**src/rtl/spi_pkg.sv**
```systemverilog
// Shared types and constants for the SPI receive deserializer.
package spi_pkg;

   typedef enum logic [0:0] {
      IDLE = 1'b0,
      RECV = 1'b1
   } spi_state_e;

   localparam int SPI_WORD_W = 16;

endpackage

```
**src/rtl/sync_bit.sv**
```systemverilog
// Single-bit multi-flop synchronizer with a configurable reset value.
module sync_bit #(
   parameter int   STAGES  = 2,
   parameter logic RST_VAL = 1'b0
) (
   input  logic clk,
   input  logic rst_n,
   input  logic d,
   output logic q
);

   logic [STAGES-1:0] sync_r;

   // shift the asynchronous input through the synchronizer chain
   always_ff @(posedge clk or negedge rst_n) begin
      if (!rst_n) begin
         sync_r <= {STAGES{RST_VAL}};
      end else begin
         sync_r <= {sync_r[STAGES-2:0], d};
      end
   end

   assign q = sync_r[STAGES-1];

endmodule

```
**src/rtl/spi_rx.sv**
```systemverilog
// SPI receive deserializer: synchronizes CS/SCLK/SDO, assembles MSB-first words.
// Optional SPI_RX_FRAME_CHECK_EN adds FRAME_ERR for truncated frames.
module spi_rx
   import spi_pkg::*;
#(
   parameter int WIDTH       = SPI_WORD_W,
   parameter int SYNC_STAGES = 2
) (
   input  logic             CLK_IN,
   input  logic             RST_N,
   input  logic             EN,
   input  logic             CS,
   input  logic             SCLK,
   input  logic             SDO,
   output logic [WIDTH-1:0] DATA,
   output logic             VALID,
   input  logic             ACK,
   output logic             BUSY,
   output logic             OVERRUN
`ifdef SPI_RX_FRAME_CHECK_EN
   ,
   output logic             FRAME_ERR
`endif
);

   localparam int            CW       = $clog2(WIDTH);
   localparam logic [CW-1:0] CNT_LAST = CW'(WIDTH - 1);
   localparam logic [CW-1:0] CNT_ONE  = CW'(1);
   localparam logic [CW-1:0] CNT_ZERO = CW'(0);

   spi_state_e       state_r;
   logic [CW-1:0]    cnt_r;
   logic [CW-1:0]    cnt_adv_s;
   logic [WIDTH-1:0] shift_r;
   logic [WIDTH-1:0] word_s;
   logic             cs_sync_s;
   logic             sclk_sync_s;
   logic             sdo_sync_s;
   logic             cs_prev_r;
   logic             sclk_prev_r;
   logic             en_prev_r;
   logic             sclk_rise_s;
   logic             cs_fall_s;
   logic             cs_rise_s;
   logic             last_s;
   logic             start_s;
   logic             complete_s;

   // identical depth on all three lines keeps SDO aligned with SCLK
   sync_bit #(.STAGES(SYNC_STAGES), .RST_VAL(1'b1)) u_sync_cs (
      .clk(CLK_IN), .rst_n(RST_N), .d(CS), .q(cs_sync_s)
   );
   sync_bit #(.STAGES(SYNC_STAGES), .RST_VAL(1'b0)) u_sync_sclk (
      .clk(CLK_IN), .rst_n(RST_N), .d(SCLK), .q(sclk_sync_s)
   );
   sync_bit #(.STAGES(SYNC_STAGES), .RST_VAL(1'b0)) u_sync_sdo (
      .clk(CLK_IN), .rst_n(RST_N), .d(SDO), .q(sdo_sync_s)
   );

   assign sclk_rise_s = sclk_sync_s & ~sclk_prev_r;
   assign cs_fall_s   = ~cs_sync_s & cs_prev_r;
   assign cs_rise_s   = cs_sync_s & ~cs_prev_r;
   assign word_s      = {shift_r[WIDTH-2:0], sdo_sync_s};
   assign last_s      = (cnt_r == CNT_LAST);
   assign cnt_adv_s   = !sclk_rise_s ? cnt_r : (last_s ? CNT_ZERO : cnt_r + CNT_ONE);
   assign start_s     = EN & (cs_fall_s | (~en_prev_r & ~cs_sync_s));
   assign complete_s  = (state_r == RECV) & EN & sclk_rise_s & last_s;

   // receive FSM, word assembly and output handshake
   always_ff @(posedge CLK_IN or negedge RST_N) begin
      if (!RST_N) begin
         state_r     <= IDLE;
         cnt_r       <= CNT_ZERO;
         shift_r     <= {WIDTH{1'b0}};
         cs_prev_r   <= 1'b1;
         sclk_prev_r <= 1'b0;
         en_prev_r   <= 1'b0;
         DATA        <= {WIDTH{1'b0}};
         VALID       <= 1'b0;
         BUSY        <= 1'b0;
         OVERRUN     <= 1'b0;
`ifdef SPI_RX_FRAME_CHECK_EN
         FRAME_ERR   <= 1'b0;
`endif
      end else begin
         cs_prev_r   <= cs_sync_s;
         sclk_prev_r <= sclk_sync_s;
         en_prev_r   <= EN;
         BUSY        <= (state_r == RECV);
         OVERRUN     <= 1'b0;
`ifdef SPI_RX_FRAME_CHECK_EN
         FRAME_ERR   <= 1'b0;
`endif
         case (state_r)
            IDLE: begin
               if (start_s) begin
                  state_r <= RECV;
                  cnt_r   <= CNT_ZERO;
                  shift_r <= {WIDTH{1'b0}};
               end else begin
                  state_r <= IDLE;
               end
            end
            RECV: begin
               if (!EN) begin
                  state_r <= IDLE;
`ifdef SPI_RX_FRAME_CHECK_EN
                  FRAME_ERR <= (cnt_r != CNT_ZERO);
`endif
               end else begin
                  if (sclk_rise_s) begin
                     shift_r <= word_s;
                     cnt_r   <= cnt_adv_s;
                  end
                  // a final bit coinciding with cs_rise still completes
                  if (cs_rise_s) begin
                     state_r <= IDLE;
`ifdef SPI_RX_FRAME_CHECK_EN
                     FRAME_ERR <= (cnt_adv_s != CNT_ZERO);
`endif
                  end
               end
            end
            default: state_r <= IDLE;
         endcase

         if (complete_s) begin
            if (!VALID || ACK) begin
               DATA  <= word_s;
               VALID <= 1'b1;
            end else begin
               OVERRUN <= 1'b1;
            end
         end else if (ACK && VALID) begin
            VALID <= 1'b0;
         end
      end
   end

endmodule

```
**config.mk**
```make
export PLATFORM = sky130hd
export DESIGN_NAME = spi_rx
export DESIGN_NICKNAME = d
export VERILOG_FILES = /design/src/rtl/spi_pkg.sv /design/src/rtl/sync_bit.sv /design/src/rtl/spi_rx.sv
export SDC_FILE = /design/constraint.sdc
export NUM_CORES = 1
export LEC_CHECK = 0
export ABC_CLOCK_PERIOD_IN_PS = 2000
export CORE_MARGIN = 3
export CORE_UTILIZATION = 25
export CTS_CLUSTER_DIAMETER = 40
export DETAILED_ROUTE_END_ITERATION = 7
export SLEW_MARGIN = 10
export SYNTH_ARGS = -nofsm -noshare
export SYNTH_HDL_FRONTEND = slang
export SYNTH_SLANG_ARGS = --single-unit
export TNS_END_PERCENT = 100
```
**constraint.sdc**
```tcl
create_clock -name CLK_IN -period 2 [get_ports CLK_IN]
set_input_delay 0.6 -clock CLK_IN [delete_from_list [all_inputs] [get_ports CLK_IN]]
set_output_delay 0.6 -clock CLK_IN [all_outputs]
set_load 0.1 [all_outputs]
```
==> metrics.md <==
| Metric | Value |
|---|---|
| Status | finished clean |
| Most common cell in the netlist | dfrtp_1 |
| Post-synthesis sequential area ratio | 66.1% |
| Clk buf depth | 2 |
| Synthesized area | around 1800 µm² |
| Worst path required time | 2.18 ns |
| Worst reg2reg setup slack | 0.34 ns |
| Min-delay worst type | primary input to async pin |
| Share of the synthesized area in the top cell type | between 60 and 70% |
| WP data arrival | 2.08 ns |
| Initial core utilization | 26.2% |
| Maximum vdd drop | ~0.33 mV |
| Max-cap violation count | 0 |
| FFs w/ async S/R, synth | 100% |
| Global-route wire length before repair | 5930 µm |
| Mapped Cells | between 100 and 150 |
| Root buf cell | clkbuf_8 |
| Core area | 6940 µm² |
| GRT Total Usage | slightly below 9% |
| Final slew viol count | 0 |
| Total Wirelength | between 3000 and 4000 µm |
| Final HPWL DP | 2310 µm |
| Cell accounting for the most synthesized area | dfrtp_1 |
| Cts repair resizes | 0 |
| Internal power | 1.49 mW |
| Clock power frac | about 40% |
| CTS tree | yes |
| # hold bufs at CTS | 0 |
| Register share of total power | 54.5% |
| Std cell rows | 30 |
| Rel. slew slack | roughly four fifths |
| Final setup fails | 0 |
| Largest net degree at the start of global routing | 22 |
| ANT nets after route | 0 |
| Finished Cell Area | 2560 µm² |
| Post-synthesis register bit count | 48 |
| CTS sink count | between 40 and 50 |
| Comb pwr share | 5.5% |
| Net count after synthesis | 153 |
| Net switching power | 0.404 mW |
| Final min period | 1.90 ns |
| Die width | 91.4 µm |
| Clock latency on the worst-skew pair | 0.30 ns |
| Post-CTS Setup Repair Bufs | 0 |
| Most used DFF post-synth | dfrtp_1 |
| Worst-path clk slew | 0.09 ns |
| Crit path max fanout | 16 |
| H-tree Lvls | 2 |
| Ant diodes | 0 |
| YS warnings | 0 |
| DRC Markers | 0 |
| Setup ws final | around 0.10 ns |
| Via count | 1157 |
| Area delta synth->final | 40.7% |
| Num CTS Buffers | 5 |
| Fin nets | 188 |
| Area contributors post-synth | dfrtp_1 (62%), mux2_2 (9.9%), nand2_1 (6.8%), o21ai_0 (4.7%), dfstp_2 (4.3%) |
| Commonest cells post-synth | dfrtp_1 (45), nand2_1 (33), o21ai_0 (17), mux2_2 (16), inv_1 (4) |
| Distinct cell type count after synthesis | 26 |
| Grt ovf | 0 |
| Area after DPL | 2440 µm² |
| Crit. End Element | flip-flop |
| Worst-margin pin slew | 0.320 ns |
| Die H | 91.4 µm |
| Max Freq | 527 MHz |
| Number of placed I/O pins | 26 |
| Switching Share | a little over a fifth |
| Vias in the first global route | between 1k and 1.5k |
| Mapped Avg Cell Area | 12.6 µm² |
| Initial antenna violation count | 0 |
| Hold Violations, Final | 0 |
| Gpl congestion | 0.715 |
| Vias per cell | between 4 and 5 |
| Type of origin of the critical path | primary input |
| Iteration-0 DRC Markers | 52 |
| Final Skew | about 0.0085 ns |
| Lkg Pwr | 1.14 nW |
| Final period util | a little over nine tenths |
| Drt pass-1 iters | 4 |
| Wire length per cell | 12.1 µm |
| Layout cells sized above 1 | 32.6% |
| PwrDens | 738 nW/µm² |
| Die Area | 8350 µm² |
| RSZ-0062 raised after global routing | no |
| Dpl ws | -0.233 ns |
| PortBufs | 25 |
| Critical path type | primary input to flip-flop |
| Number of flops mapped to enable cells by yosys | 0 |
## area by class of cell
cell class                 count  area [µm²]
sequential                    48        1200
fill                         658        4380
inverter                       4        15.0
clock inverter                 1        30.0
clock buffer                   7        96.3
timing repair buffer          33         520
multi-input combinational     88         576
tap                           96         120
## metal layers
layer  GRT usage [%]  up-vias  wire, µm
met1            12.3      560      1690
met3            2.98        5       171
li1                -      565         -
met2            12.5       27      1450
met5               0        -         0
met4            3.39        0        44
## registers in the layout (all words and copies together) (netlist names)
signal and count:
u_sync_sdo.sync_r 2, sclk_prev_r 1, u_sync_cs.sync_r 2, cs_prev_r 1
OVERRUN 1, en_prev_r 1, VALID 1, state_r 1
cnt_r 4, BUSY 1, shift_r 15, DATA 16
u_sync_sclk.sync_r 2
## cells by family after synthesis
kind of cell	after synthesis	share of synthesized area, %
simple gates	50	14.7
flops	48	66.1
compound gates	21	6.32
mux	16	9.89
buf+inv	9	2.27
fa+ha+maj	1	0.687
## cells in the final DEF (no fill, tap or decap)
cell             instances
dfrtp_1                 45
nand2_1                 33
buf_12                  21
o21ai_0                 17
mux2_2                  16
clkbuf_8                 7
buf_4                    6
clkdlybuf4s50_1          5
inv_1                    4
nor2b_1                  3
dfstp_2                  3
nand2b_1                 2
nand3_1                  2
nand4_1                  2
nand4b_4                 1
or2_2                    1
nor2_1                   1
and3_1                   1
nor3b_4                  1
and4b_1                  1
nor4b_2                  1
a21oi_1                  1
o32ai_1                  1
o31ai_1                  1
or3_1                    1
o311ai_0                 1
ha_1                     1
bufinv_16                1
buf_2                    1
## critical path, cell delays in order
cell,delay (ns)
clkdlybuf4s50_1,0.57
nand4b_4,0.14
nor3b_4,0.25
buf_12,0.19
mux2_2,0.34
## power groups by stage
stage / logic (mW) / clock network (mW) / registers (mW)
floorplan: 0.0417 / 0 / 1.05
global placement: 0.103 / 0 / 1.05
detailed placement: 0.106 / 0 / 1.05
CTS: 0.106 / 0.788 / 1.03
global route: 0.117 / 0.824 / 1.04
finish: 0.103 / 0.758 / 1.03
## per-stage QoR
stage | power [mW] | std cells | utilization [%] | setup TNS [ns] | hold WS [ns]
after global routing | 1.98 | 277 | 36.9 | 0 | 0.195
after CTS | 1.92 | 277 | 36.9 | 0 | 0.180
after global placement | 1.15 | 269 | 35.1 | -3.09 | 0.332
after detailed placement | 1.16 | 269 | 35.1 | -3.87 | 0.335
final | 1.89 | 277 | 36.9 | 0 | 0.178
after floorplan | 1.09 | 145 | - | 0 | 0.304
## worst paths after layout
check	from	endpoint	depth (start not counted)
max	EN	DATA[11]	5
min	RST_N	cnt_r[3]	1
max reg2reg	cnt_r[1]	DATA[11]	5
min reg2reg	u_sync_sclk.sync_r[0]	u_sync_sclk.sync_r[1]	0
max in group asynchronous	RST_N	shift_r[9]	2
min in group CLK_IN	u_sync_sclk.sync_r[0]	u_sync_sclk.sync_r[1]	0
Note: power is estimated with default switching activity, not from simulation.
